**config.mk**
```make
export PLATFORM = sky130hd
export DESIGN_NAME = t_state_sequencer
export DESIGN_NICKNAME = d
export VERILOG_FILES = /design/src/rtl/t_state_sequencer.sv
export SDC_FILE = /design/constraint.sdc
export NUM_CORES = 1
export LEC_CHECK = 0
export CORE_UTILIZATION = 46
export CTS_BUF_LIST = sky130_fd_sc_hd__clkbuf_8
export DETAILED_ROUTE_END_ITERATION = 8
export GPL_TIMING_DRIVEN = 1
export PLACE_DENSITY = 0.84
export SYNTH_ARGS = -nofsm -noshare
export SYNTH_HDL_FRONTEND = slang
export SYNTH_SLANG_ARGS = --single-unit
```
**constraint.sdc**
```tcl
create_clock -name CLK -period 6 [get_ports CLK]
set_input_delay 1.2 -clock CLK [delete_from_list [all_inputs] [get_ports CLK]]
set_output_delay 1.2 -clock CLK [all_outputs]
set_load 0.005 [all_outputs]
```
**src/rtl/t_state_sequencer.sv**
```systemverilog
// T-state sequencer for the control unit.
// Steps a one-hot T-state through a per-instruction cycle length that is
// latched on every entry to T1. Supports early end-of-cycle (NXT), halt
// (HLT), and reports binary index, first/last flags and a completed-cycle
// count. All registers update on the falling edge of CLK.
//
// Ports:
//   CLK        system clock (state updates on falling edge)
//   CLR_bar    synchronous active-low clear, highest priority
//   HLT        freeze all state while high
//   NXT        early end-of-cycle request, next state is T1
//   len        T-states in the upcoming cycle, latched at each T1 entry
//   state      one-hot T-state, bit k = T(k+1), zero = idle
//   t_idx      binary T index, 0 = idle
//   cyc_start  high while in T1
//   cyc_last   high while in the final T-state of the latched length
//   cyc_cnt    completed instruction cycles, wraps silently
module t_state_sequencer #(
    parameter int unsigned MAX_STATES = 6,
    parameter int unsigned CNT_WIDTH  = 8,
    localparam int unsigned LW        = $clog2(MAX_STATES + 1)
) (
    input  logic                  CLK,
    input  logic                  CLR_bar,
    input  logic                  HLT,
    input  logic                  NXT,
    input  logic [LW-1:0]         len,
    output logic [MAX_STATES-1:0] state,
    output logic [LW-1:0]         t_idx,
    output logic                  cyc_start,
    output logic                  cyc_last,
    output logic [CNT_WIDTH-1:0]  cyc_cnt
);

    localparam logic [LW-1:0]         LEN_MAX  = LW'(MAX_STATES);
    localparam logic [MAX_STATES-1:0] T1_STATE = MAX_STATES'(1);

    logic [MAX_STATES-1:0] state_q, state_d;
    logic [LW-1:0]         len_q, len_d;
    logic [CNT_WIDTH-1:0]  cnt_q, cnt_d;
    logic [LW-1:0]         t_idx_q, t_idx_d;
    logic                  cyc_start_q, cyc_start_d;
    logic                  cyc_last_q, cyc_last_d;

    logic [LW-1:0]         len_norm;
    logic [LW-1:0]         cur_idx;
    logic                  cur_legal;

    // Binary index of a one-hot vector (1-based, 0 when empty).
    function automatic logic [LW-1:0] onehot_idx(input logic [MAX_STATES-1:0] s);
        logic [LW-1:0] idx;
        idx = '0;
        for (int unsigned i = 0; i < MAX_STATES; i++) begin
            if (s[i]) begin
                idx = idx | LW'(i + 1);
            end
        end
        return idx;
    endfunction

    // Decode of the current state and normalisation of the requested length.
    always_comb begin
        len_norm = len;
        if (len == '0 || len > LEN_MAX) begin
            len_norm = LEN_MAX;
        end
        // Zero or single bit set; anything else is a corrupted encoding.
        cur_legal = ((state_q & (state_q - T1_STATE)) == '0);
        cur_idx   = onehot_idx(state_q);
    end

    // State register with synchronous clear.
    always_ff @(negedge CLK) begin
        if (!CLR_bar) begin
            state_q     <= '0;
            len_q       <= LEN_MAX;
            cnt_q       <= '0;
            t_idx_q     <= '0;
            cyc_start_q <= 1'b0;
            cyc_last_q  <= 1'b0;
        end else begin
            state_q     <= state_d;
            len_q       <= len_d;
            cnt_q       <= cnt_d;
            t_idx_q     <= t_idx_d;
            cyc_start_q <= cyc_start_d;
            cyc_last_q  <= cyc_last_d;
        end
    end

    // Next-state logic: halt > idle exit / recovery > early end > advance.
    always_comb begin
        state_d = state_q;
        len_d   = len_q;
        cnt_d   = cnt_q;
        if (!HLT) begin
            if (state_q == '0 || !cur_legal) begin
                // Idle exit, or recovery from a multi-hot upset: restart at T1.
                state_d = T1_STATE;
                len_d   = len_norm;
            end else if (NXT || cur_idx >= len_q) begin
                state_d = T1_STATE;
                len_d   = len_norm;
                cnt_d   = cnt_q + CNT_WIDTH'(1);
            end else begin
                state_d = {state_q[MAX_STATES-2:0], 1'b0};
            end
        end
    end

    // Output logic: derived from the next state so the flags are registered.
    always_comb begin
        t_idx_d     = onehot_idx(state_d);
        cyc_start_d = state_d[0];
        cyc_last_d  = (state_d != '0) && (onehot_idx(state_d) == len_d);
    end

    assign state     = state_q;
    assign t_idx     = t_idx_q;
    assign cyc_start = cyc_start_q;
    assign cyc_last  = cyc_last_q;
    assign cyc_cnt   = cnt_q;

endmodule

```
==> results of run 1 <==
-- metal layers --
layer | GRT usage [%] | up-vias
met1 | 24.4 | 580
met4 | 9.65 | 0
met2 | 41.0 | 41
li1 | - | 619
met3 | 9.77 | 6
met5 | 0 | -
-- cell usage after synthesis (all sizes together), types with 3 or more instances --
library cell,instances
buf,7
inv,4
o211ai,9
xor2,4
dfxtp,21
ha,4
a211o,3
a21oi,7
o21ai,9
nor2,12
or3,4
o21a,3
nor3b,3
and3,4
clkbuf,4
nor3,5
nand2,15
nand3b,3
-- cell type report --
cell class | instances | area, um2 | area share [%]
repair buffers | 39 | 355 | 21.1
clock inverters | 22 | 109 | 6.45
flip-flops and latches | 21 | 420 | 24.9
clock buffers | 3 | 41.3 | 2.45
multi-input cells | 107 | 712 | 42.2
inverters | 3 | 11.3 | 0.668
well taps | 30 | 37.5 | 2.23
-- logic make-up (layout without fill, tap and decap cells) --
kind of cell,Yosys count,count (layout)
XOR/XNOR,5,5
multiplexers,1,1
AO/OA/AOI/OAI,36,36
adder cells (fa/ha/maj),4,4
flip-flops,21,21
buffers and inverters,15,67
AND/OR/NAND/NOR,61,61
-- critical path, stage by stage --
cell and delay [ns]:
clkdlybuf4s50_1 0.45, a211o_1 0.10, a31oi_2 0.05, a31o_1 0.25, or2_4 0.23, or4b_4 0.48, a221oi_2 0.21
-- metrics by stage --
| stage | util (%) | cells | hold WS [ns] | area (um2) |
|---|---|---|---|---|
| after detailed placement | 62.2 | 201 | 0.482 | 1540 |
| final | 68.1 | 225 | 0.495 | 1690 |
| after CTS | 68.1 | 225 | 0.494 | 1690 |
| after global placement | 62.2 | 201 | 0.475 | 1540 |
| after global routing | 68.1 | 225 | 0.545 | 1690 |
| after floorplan | - | 143 | 0.474 | 1210 |
-- path summary, 6_finish.rpt --
path                            startpoint          to  slack [ns]  depth (start not counted)
worst max register to register    state[3]    cyc_last        3.32                         10
worst max-delay path                   NXT    cyc_last        0.25                          7
worst min-delay path            cyc_cnt[7]  cyc_cnt[7]        0.49                          2
worst min register to register  cyc_cnt[7]  cyc_cnt[7]        0.49                          2
-- flip-flops by register name, summed over array words and instances (netlist names) --
signal	cells
len_q	3
t_idx	3
cyc_cnt	8
state	6
cyc_last	1
-- power by group --
part           internal, mW  switching [mW]  leakage, nW
clock network         0.107          0.0849        0.148
registers             0.144         0.00359        0.171
logic                0.0251          0.0216        0.451
==> flow_summary.json, run 1 <==
{
  "outcome": "completed",
  "pin_count": 26,
  "dr.pass1.iters": 4,
  "synthAdderAreaFrac_pct": 4.15,
  "syn_to_final_growth_pct": 39.8,
  "synthFlopType": "dfxtp_1",
  "num_vias": 1246,
  "worstSetupPathType": "in -> reg",
  "irDropWorstVdd_uv": 198,
  "drtAntennaViolNets": 0,
  "syn_area_um2": 1210,
  "avgSynthCellArea_um2": 8.43,
  "synth_top_area_cell": "dfxtp_1",
  "layout_commonest_cell": "clkdlybuf4s50_1",
  "synthMuxAreaShare_pct": 0.830,
  "wl_met3_um": 190,
  "globalplace.congestion": 0.863,
  "finalSetupViolCount": 0,
  "power.leakage_nw": 0.770,
  "synth.area.top_cells": "dfxtp_1 (35%), o211ai_1 (5.0%), nand2_1 (4.7%)",
  "layout_common_cells": "clkdlybuf4s50_1 (25), inv_1 (24), dfxtp_1 (21), nand2_1 (15), buf_4 (14)",
  "drive_gt1_share_pct": 13.3,
  "rows": 18,
  "routed-wl-met2_um": 1520,
  "path_clk_slew_ns": 0.05,
  "synth_top_family_by_area": "simple AND/OR/NAND/NOR gates",
  "clk_latency_ns": 0.35,
  "dieHeight_um": 53.2,
  "grt_pass1_wl_um": 4860,
  "initial_utilization_pct": 48.7,
  "nNetsFinal": 207,
  "wire_per_inst_um": 13.4,
  "drt_iter0_drc": 32,
  "cts_resized": 0,
  "crit_required_ns": 3.24,
  "grt.overflow.total": 0,
  "antenna_found_initial": 0,
  "clk_path_buf_depth": 2,
  "worstPathMaxFanout": 4,
  "via_per_inst": 5.54,
  "powerDensity_nw_per_um2": 229,
  "synth_top_area_share_pct": 34.9,
  "rsz0062_at_grt": "false",
  "clock_sinks": 21,
  "hp-class": "reg -> reg",
  "ys_warn_count": 0,
  "n_antenna_cell": 0,
  "wirelength_um": 3010,
  "port_buffers": 25,
  "synth-simple-area-share_pct": 28.7,
  "synth_edf_count": 0,
  "total_power_uw": 387,
  "cts_setup_buffers": 0,
  "tightest_slew_ns": 0.461,
  "nFillCells": 210,
  "m1WireLength_um": 1270,
  "clockRootBuffer": "clkbuf_8",
  "critPathArrivalTime_ns": 2.99,
  "skew_ns": 0.0250,
  "grt_max_degree": 13,
  "cts_tree": "done",
  "die_w_um": 53.2,
  "synth_xor_area_share_pct": 3.63,
  "route.detailed.drc": 0,
  "ys_seq_elements": 21,
  "synth_compound_area_share_pct": 21.7,
  "synthArstFlopShare_pct": 0,
  "cap_violations": 0,
  "core-area_um2": 2480,
  "grt_pass1_vias": 1215,
  "cp-end-kind": "flip-flop",
  "slew_violations": 0,
  "top_layer_used": "met4",
  "fp.dieArea_um2": 2830,
  "track_usage_pct": 23.5,
  "cp-start-kind": "primary input",
  "worst_slack_ns": 0.249,
  "place_ws_ns": -0.0867,
  "ys_seq_area_share_pct": 34.9,
  "htreeDepth": 1,
  "setup_tns_ns": 0,
  "ys_types": 41,
  "hold_violations": 0,
  "synth_nets": 154,
  "cts_hold_repair.buffers": 0,
  "synthCells": 143,
  "slew_headroom_pct": 69.2,
  "dp_hpwl_um": 2110,
  "cts_buffers": 3
}
No activity file was read; power rests on OpenSTA's default activity.
==> inputs of run 2 (changes only) <==
--- a/config.mk
+++ b/config.mk
@@ -7,9 +7,11 @@
 export LEC_CHECK = 0
 export CORE_UTILIZATION = 46
 export CTS_BUF_LIST = sky130_fd_sc_hd__clkbuf_8
+export CTS_CLUSTER_SIZE = 14
 export DETAILED_ROUTE_END_ITERATION = 8
 export GPL_TIMING_DRIVEN = 1
 export PLACE_DENSITY = 0.84
+export SLEW_MARGIN = 20
 export SYNTH_ARGS = -nofsm -noshare
 export SYNTH_HDL_FRONTEND = slang
 export SYNTH_SLANG_ARGS = --single-unit
==> constraint.sdc (replaced) <==
create_clock -name CLK -period 6 [get_ports CLK]
set_input_delay 1.2 -clock CLK [delete_from_list [all_inputs] [get_ports CLK]]
set_output_delay 1.2 -clock CLK [all_outputs]
set_load 0.1 [all_outputs]
==> flow_summary.json, run 2 (synthesis gave the netlist of run 1 again) <==
{
  "outcome": "completed",
  "num_vias": 1255,
  "path_clk_slew_ns": 0.04,
  "pwr-share-clk_pct": 47.8,
  "r2r_cells": 9,
  "layout_common_cells": "buf_4 (32), inv_1 (24), dfxtp_1 (21), nand2_1 (15), nor2_1 (12)",
  "r2r_end": "cyc_last",
  "largest_reg_flops": 8,
  "power.leakage_nw": 0.801,
  "cpLargestDelayFamily": "simple AND/OR/NAND/NOR gates",
  "clk_latency_ns": 0.35,
  "finalSetupViolCount": 0,
  "cts_hold_repair.buffers": 0,
  "setup_tns_ns": 0,
  "tightest_slew_ns": 0.467,
  "grt_pass1_vias": 1147,
  "cts_buffers": 3,
  "critPathLaunch": "NXT",
  "endpoint": "cyc_last",
  "critPathArrivalTime_ns": 2.99,
  "switching_share_pct": 32.3,
  "p_comb_share_pct": 15.9,
  "clockRootBuffer": "clkbuf_8",
  "cp-start-kind": "primary input",
  "dp_hpwl_um": 2100,
  "wirelength_um": 3000,
  "max_stage_delay_ns": 0.49,
  "rsz0062_at_grt": "false",
  "drt_iter0_drc": 38,
  "layout_commonest_cell": "buf_4",
  "dr.pass1.iters": 4,
  "hold_violations": 0,
  "critPathSlowestCell": "or4b_4",
  "switching_power_uw": 131,
  "drive_gt1_share_pct": 22.7,
  "clk_path_buf_depth": 2,
  "slew_violations": 0,
  "seq_power_share_pct": 36.3,
  "total_power_uw": 407,
  "globalplace.congestion": 0.867,
  "drtAntennaViolNets": 0,
  "post-route-util_pct": 65.9,
  "rr_startpoint": "state[3]",
  "fp.dieArea_um2": 2830,
  "clock_sinks": 21,
  "core-area_um2": 2480,
  "grt.overflow.total": 0,
  "hp-class": "reg -> reg",
  "cts_setup_buffers": 0,
  "dp.cells": 200,
  "finalNonFillerCells": 224,
  "cts_tree": "done",
  "worstPathMaxFanout": 4,
  "via_per_inst": 5.60,
  "powerDensity_nw_per_um2": 250,
  "cp-end-kind": "flip-flop",
  "crit_required_ns": 3.25,
  "n_antenna_cell": 0,
  "irDropWorstVdd_uv": 171,
  "cp.depth": 7,
  "hold_slack_ns": 0.488,
  "worstSetupPathType": "in -> reg",
  "grt_pass1_wl_um": 4640,
  "wire_per_inst_um": 13.4,
  "port_buffers": 25,
  "cts_resized": 0,
  "grt_max_degree": 13,
  "path_cells": "clkdlybuf4s50_1, a211o_1, a31oi_2, a31o_1, or2_4, or4b_4, a221oi_2",
  "nNetsFinal": 206,
  "nFillCells": 210,
  "reg2reg_slack_ns": 3.35,
  "slew_headroom_pct": 68.9,
  "route.detailed.drc": 0,
  "skew_ns": 0.0165,
  "path_buf_inv": 1,
  "htreeDepth": 1,
  "pin_count": 26,
  "cap_violations": 0,
  "rows": 18,
  "track_usage_pct": 22.9,
  "dieHeight_um": 53.2,
  "initial_utilization_pct": 48.7,
  "antenna_found_initial": 0,
  "intPower_uw": 276,
  "syn_to_final_growth_pct": 35.3,
  "die_w_um": 53.2
}
run 2: changes by cell type in the layout (fill, tap and decap cells not counted):
cell	change
buf_4	+18
clkdlybuf4s50_1	-19
run 2: power by group through the flow:
stage / Sequential [mW] / Combinational, mW / Clock (mW)
2_1_floorplan: 0.164 / 0.0303 / 0.0224
3_3_place_gp: 0.150 / 0.0626 / 0.0224
3_5_place_dp: 0.150 / 0.0640 / 0.0224
4_1_cts: 0.148 / 0.0646 / 0.201
5_1_grt: 0.148 / 0.0686 / 0.215
6_report: 0.148 / 0.0647 / 0.195
run 2: through the flow:
| step | setup WS [ns] | area (um2) |
|---|---|---|
| after floorplan | 0.390 | 1210 |
| after global placement | -0.0505 | 1490 |
| after detailed placement | -0.0718 | 1490 |
| after CTS | 0.258 | 1630 |
| after global routing | 0.192 | 1630 |
| final | 0.257 | 1630 |
run 2: how the worst min path moves through the flow:
stage | slack (ns) | startpoint | cells past startpoint | endpoint
floorplan | 0.51 | len_q[1] | 2 | len_q[1]
global placement | 0.48 | cyc_cnt[7] | 2 | cyc_cnt[7]
detailed placement | 0.48 | cyc_cnt[7] | 2 | cyc_cnt[7]
CTS | 0.49 | cyc_cnt[7] | 2 | cyc_cnt[7]
global route | 0.55 | cyc_cnt[7] | 2 | cyc_cnt[7]
finish | 0.49 | cyc_cnt[7] | 2 | cyc_cnt[7]
run 2: cell type report:
class	instances	area, um2	area share [%]
tap	30	37.5	2.30
inverter	3	11.3	0.690
clock buffer	3	41.3	2.53
multi-input combinational	107	712	43.6
sequential	21	420	25.8
clock inverter	22	109	6.67
timing repair buffer	38	300	18.4
run 2: tightest hold or removal path, delay by kind of cell (launching register included):
kind | cells | cell delay (ns)
DFF | 1 | 0.31
AOI/OAI and AO/OA | 2 | 0.13
run 2: routing by layer:
metal	global-route usage, %	wire length [um]	part of all wire (%)	vias up
met5	0	0	0	-
met4	12.3	34	1.1	0
met3	8.05	158	5.3	5
met2	40.4	1550	52	42
met1	23.0	1260	42	586
li1	-	-	-	622
==> inputs of run 3 (changes only) <==
==> constraint.sdc (replaced) <==
create_clock -name CLK -period 6 [get_ports CLK]
set_input_delay 1.8 -clock CLK [delete_from_list [all_inputs] [get_ports CLK]]
set_output_delay 1.8 -clock CLK [all_outputs]
set_load 0.1 [all_outputs]
==> flow_summary.json, run 3 (synthesis gave the netlist of run 1 again) <==
{
  "r2r_cells": 10,
  "tightest_slew_ns": 0.429,
  "finalSetupViolCount": 0,
  "grt_max_degree": 12,
  "rows": 18,
  "clk_path_buf_depth": 2,
  "critPathArrivalTime_ns": 3.23,
  "grt.overflow.total": 0,
  "globalplace.congestion": 0.881,
  "route.detailed.drc": 0,
  "wire_per_inst_um": 14.4,
  "worstSetupPathType": "in -> reg",
  "via_per_inst": 5.64,
  "initial_utilization_pct": 48.7,
  "multiInputGateArea_um2": 736,
  "switching_power_uw": 132,
  "dp.cells": 208,
  "cp_common_cell": "a211o_1",
  "irDropWorstVdd_uv": 144,
  "pin_count": 26,
  "power.leakage_nw": 0.905,
  "largest_reg_flops": 8,
  "powerDensity_nw_per_um2": 192,
  "outcome": "completed",
  "dp_hpwl_um": 2250,
  "path_buf_inv": 2,
  "drive_gt1_share_pct": 28.9,
  "drt_iter0_drc": 25,
  "htreeDepth": 1,
  "switching_share_pct": 35.3,
  "cts_hold_repair.buffers": 0,
  "nNetsFinal": 216,
  "layout_common_cells": "inv_1 (25), buf_4 (22), dfxtp_1 (20), buf_12 (19), nand2_1 (15)",
  "n_antenna_cell": 0,
  "path_clk_slew_ns": 0.04,
  "setup_tns_ns": 0,
  "core-area_um2": 2480,
  "endpoint": "cyc_last",
  "total_power_uw": 375,
  "hold_violations": 0,
  "hp-class": "reg -> reg",
  "dr.pass1.iters": 4,
  "intPower_uw": 242,
  "seq_power_share_pct": 39.8,
  "crit_required_ns": 3.25,
  "critPathLaunch": "NXT",
  "max_stage_delay_ns": 0.25,
  "cap_violations": 0,
  "critPathSlowestCell": "a211o_1",
  "pwr-share-clk_pct": 39.5,
  "antenna_found_initial": 0,
  "clk_latency_ns": 0.34,
  "r2r_end": "cyc_last",
  "rsz0062_at_grt": "true",
  "drtAntennaViolNets": 0,
  "clockRootBuffer": "clkbuf_8",
  "p_comb_share_pct": 20.7,
  "cp.depth": 8,
  "layout_commonest_cell": "inv_1",
  "cts_buffers": 3,
  "finalNonFillerCells": 234,
  "cp-end-kind": "flip-flop",
  "cp-start-kind": "primary input",
  "grt_pass1_vias": 1333,
  "skew_ns": 0.0142,
  "dieHeight_um": 53.2,
  "worstPathMaxFanout": 3,
  "cts_tree": "done",
  "rr_startpoint": "state[3]",
  "track_usage_pct": 26.3,
  "fp.dieArea_um2": 2830,
  "grt_pass1_wl_um": 5460,
  "clock_sinks": 21,
  "port_buffers": 25,
  "die_w_um": 53.2,
  "path_cells": "buf_6, a211o_1, a31oi_4, a31o_1, buf_4, nor3_1, a211o_1, a221oi_2",
  "reg2reg_slack_ns": 3.27,
  "syn_to_final_growth_pct": 61.6,
  "seqCellArea_um2": 422,
  "num_vias": 1319,
  "cpLargestDelayFamily": "compound AO/OA/AOI/OAI gates",
  "slew_headroom_pct": 71.4,
  "slew_violations": 0,
  "wirelength_um": 3370,
  "nFillCells": 161
}
-- run 3: changes by cell type in the layout (fill, tap and decap cells not counted), sizes merged --
cell	before	now
clkdlybuf4s50	6	4
clkdlybuf4s15	0	1
inv	24	25
buf	32	43
bufinv	1	0
-- run 3: routing by layer --
layer	up-vias	global-route usage [%]	wire (um)	part of all wire, %
met1	630	27.6	1400	41
met3	4	8.62	174	5.2
met5	-	0	0	0
li1	639	-	-	-
met2	46	45.8	1760	52
met4	0	13.6	36	1.1
-- run 3: worst min-delay path by stage --
stage                           from          to  slack, ns  depth (start not counted)
after global routing      cyc_cnt[7]  cyc_cnt[7]       0.59                          2
after floorplan             len_q[1]    len_q[1]       0.51                          2
final                     cyc_cnt[7]  cyc_cnt[7]       0.52                          2
after global placement    cyc_cnt[7]  cyc_cnt[7]       0.51                          2
after detailed placement  cyc_cnt[7]  cyc_cnt[7]       0.52                          2
after CTS                 cyc_cnt[7]  cyc_cnt[7]       0.52                          2
-- run 3: per-stage QoR --
step                      setup slack (ns)  instance area [um2]  utilization (%)  hold slack [ns]
after detailed placement            -0.644                 1780             72.0            0.518
after global placement              -0.623                 1780             72.0            0.510
after floorplan                     -0.199                 1210                -            0.507
after global routing               -0.0132                 1950             78.7            0.586
final                               0.0202                 1950             78.7            0.521
after CTS                          -0.0372                 1910             77.0            0.524
-- run 3: layout make-up --
class	instances	area share (%)
inverter	3	0.578
sequential	21	21.6
tap	30	1.93
clock inverter	22	4.24
timing repair buffer	48	31.8
clock buffer	3	2.12
multi-input combinational	107	37.7
-- run 3: worst reg2reg max path: cells and delay by family, from the launching register on --
family	cells	cell delay, ns
AOI/OAI and AO/OA	5	1.23
and+or+nand+nor	2	0.44
DFF	1	0.33
adders and majority gates	1	0.33
buffers and inverters	2	0.32
-- run 3: power by group through the flow --
stage	logic, mW	registers, mW	clock network (mW)
2_1_floorplan	0.0303	0.164	0.0224
5_1_grt	0.0819	0.149	0.177
3_3_place_gp	0.0712	0.151	0.0224
6_report	0.0777	0.149	0.148
4_1_cts	0.0738	0.149	0.152
3_5_place_dp	0.0732	0.151	0.0224
-- run 3: what timing repair did --
item	4_1_cts	5_1_grt
pin swaps	6	8
setup buffers	0	2
setup endpoints to repair	16	5
resized for setup	7	5
==> RTL change (config.mk and constraints of run 1) <==
The parameter `MAX_STATES` goes from 6 to 7.
--- a/src/rtl/t_state_sequencer.sv
+++ b/src/rtl/t_state_sequencer.sv
@@ -18,3 +18,3 @@
 module t_state_sequencer #(
-    parameter int unsigned MAX_STATES = 6,
+    parameter int unsigned MAX_STATES = 7,
     parameter int unsigned CNT_WIDTH  = 8,
Ports: changed (resized state); port bits go from 26 to 27. The function was not compared with the original's and may differ.
==> RTL change against run 1 <==
Synthesized area rose by 6.3%. Setup slack worse by 0.11 ns. Sequential cell count rose by 1. Routed wire length rose by 0.60%. Final area increased by 0.96%. Via count grew 1.8%. Total power fell by 8.1%. Utilization fell by 1.2 points. Hold slack got worse by 0.016 ns. Largest power group unchanged. Highest routed layer unchanged.
==> RTL change: results (changes against run 1) <==
| Metric | Value |
|---|---|
| Outcome | `finished, final reports clean` |
| Pleak | `0.757 nW (-1.7%)` |
| Routed wire per std cell | `12.9 um (-3.7%)` |
| Root Driver | `clkbuf_8` |
| Worst EP arrival | `3.10 ns (+0.11 ns)` |
| Placed cells | `210 (+4.5%)` |
| Layout Cells excl Fill | `235 (+4.4%)` |
| GRT Util Overall | `23.7% (+0.16 points)` |
| R2R cell count | `11 (+1)` |
| DRT iter0 DRCs | `15 (-53%)` |
| Slowest-stage cell, CP | `or3_4` |
| Synth async-reset ratio | `0% (unchanged)` |
| Post-synth top cells | `27 x nand2_1, 22 x dfxtp_1, 10 x nor2_1` |
| Critical Path Fanout Max | `5 (+1)` |
| Slew @ Worst Pin | `0.538 ns (+0.0766 ns)` |
| Via count | `1269 (+1.8%)` |
| Worst clock skew | `0.0308 ns (+0.00577 ns)` |
| HPWL after detailed placement | `2130 um (+0.84%)` |
| Final #Nets | `217 (+4.8%)` |
| CP max stage delay | `0.44 ns (-0.04 ns)` |
| Gpl congestion | `0.866 (+0.37%)` |
| Part of the Yosys area used for sequential elements | `34.3% (-0.51 points)` |
| Port bufs | `26 (+4.0%)` |
| Clk buf depth | `2 (unchanged)` |
| Share of layout cells above drive strength 1 | `8.78% (-4.6 points)` |
| Vias in the first global route | `1243 (+2.3%)` |
| Largest net degree at the start of global routing | `24 (+11)` |
| Mapped Cells | `159 (+11%)` |
| Global-route wire length before repair | `5020 um (+3.3%)` |
| Synth top area cells | `dfxtp_1 34%, nand2_1 7.9%, xnor2_1 4.1%, ha_1 3.9%, o21ai_0 3.5%` |
| Maximum vdd drop | `196 uV (-1.2%)` |
| Syn Nets | `170 (+10%)` |
| Worst-path clk slew | `0.03 ns (-0.02 ns)` |
RTL change: changes by cell type in the layout (fill, tap and decap cells not counted), sizes merged, moves of 3 or more:
| cell | delta |
|---|---|
| a211o | -3 |
| a21boi | +5 |
| a21oi | -6 |
| and2 | +6 |
| buf | -7 |
| inv | +3 |
| mux2i | +3 |
| nand2 | +12 |
| nand3b | -3 |
| nor3b | -3 |
| o211ai | -9 |
| o21a | -3 |
| o21ai | +4 |
| xnor2 | +5 |
RTL change: logic make-up (layout without fill, tap and decap cells):
family	after synthesis	after routing	synth area share, %
multiplexers	4	4	3.12
XOR/XNOR	9	9	6.15
AO/OA/AOI/OAI	30	30	15.8
AND/OR/NAND/NOR	72	72	29.4
adder cells (fa/ha/maj)	5	5	4.68
buffers and inverters	17	63	6.54
flip-flops	22	22	34.3
RTL change: power breakdown:
| group | internal, W | total (W) | switching, W |
|---|---|---|---|
| logic | 0.0000230 | 0.0000440 | 0.0000210 |
| registers | 0.000150 | 0.000154 | 0.00000349 |
| clock network | 0.0000667 | 0.000158 | 0.0000912 |
| total | 0.000240 | 0.000356 | 0.000116 |
RTL change: final cells by class:
cell class | instances | area, um^2
clock buffers | 3 | 41.3
clock inverters | 23 | 88.8
fillers | 228 | 842
inverters | 4 | 15.0
multi-input cells | 120 | 767
flip-flops and latches | 22 | 440
well taps | 30 | 37.5
repair buffers | 33 | 313
RTL change: worst paths after layout:
kind | start | slack, ns | to
worst max-delay path | NXT | 0.13 | cyc_last$_SDFF_NN0_
worst min-delay path | cyc_cnt[7]$_SDFFE_NN0P_ | 0.48 | cyc_cnt[7]$_SDFFE_NN0P_
worst max register to register | state[3]$_SDFF_NN0_ | 3.05 | cyc_last$_SDFF_NN0_
worst min register to register | cyc_cnt[7]$_SDFFE_NN0P_ | 0.48 | cyc_cnt[7]$_SDFFE_NN0P_
RTL change: metrics by stage:
step	util, %	cell area (um^2)	worst slack [ns]	setup TNS, ns
finish	66.9	1700	0.135	0
global route	66.9	1700	0.0243	0
CTS	66.6	1690	0.00465	0
detailed placement	61.6	1570	-0.337	-0.637
global placement	61.6	1570	-0.188	-0.219
floorplan	-	1280	0.148	0
RTL change: per-layer routing:
layer	share of wire, %	up-vias	track usage, %
met2	52	34	40.8
met5	0	-	0
li1	-	639	-
met1	42	590	24.3
met3	4.3	6	10.0
met4	1.5	0	11.5
RTL change: worst max-delay path, delay by kind of cell:
family | cells | cell delay (ns)
AOI/OAI and AO/OA | 3 | 0.43
muxes | 1 | 0.28
buffers and inverters | 1 | 0.40
xor gates and xnor gates | 1 | 0.12
and+or+nand+nor | 2 | 0.67
RTL change: timing repair:
| item | CTS | global route |
|---|---|---|
| hold buffers | 0 | 0 |
| resized for setup | 0 | 4 |
| buffers inserted | 0 | 0 |
| endpoints found under the setup margin | 0 | 1 |
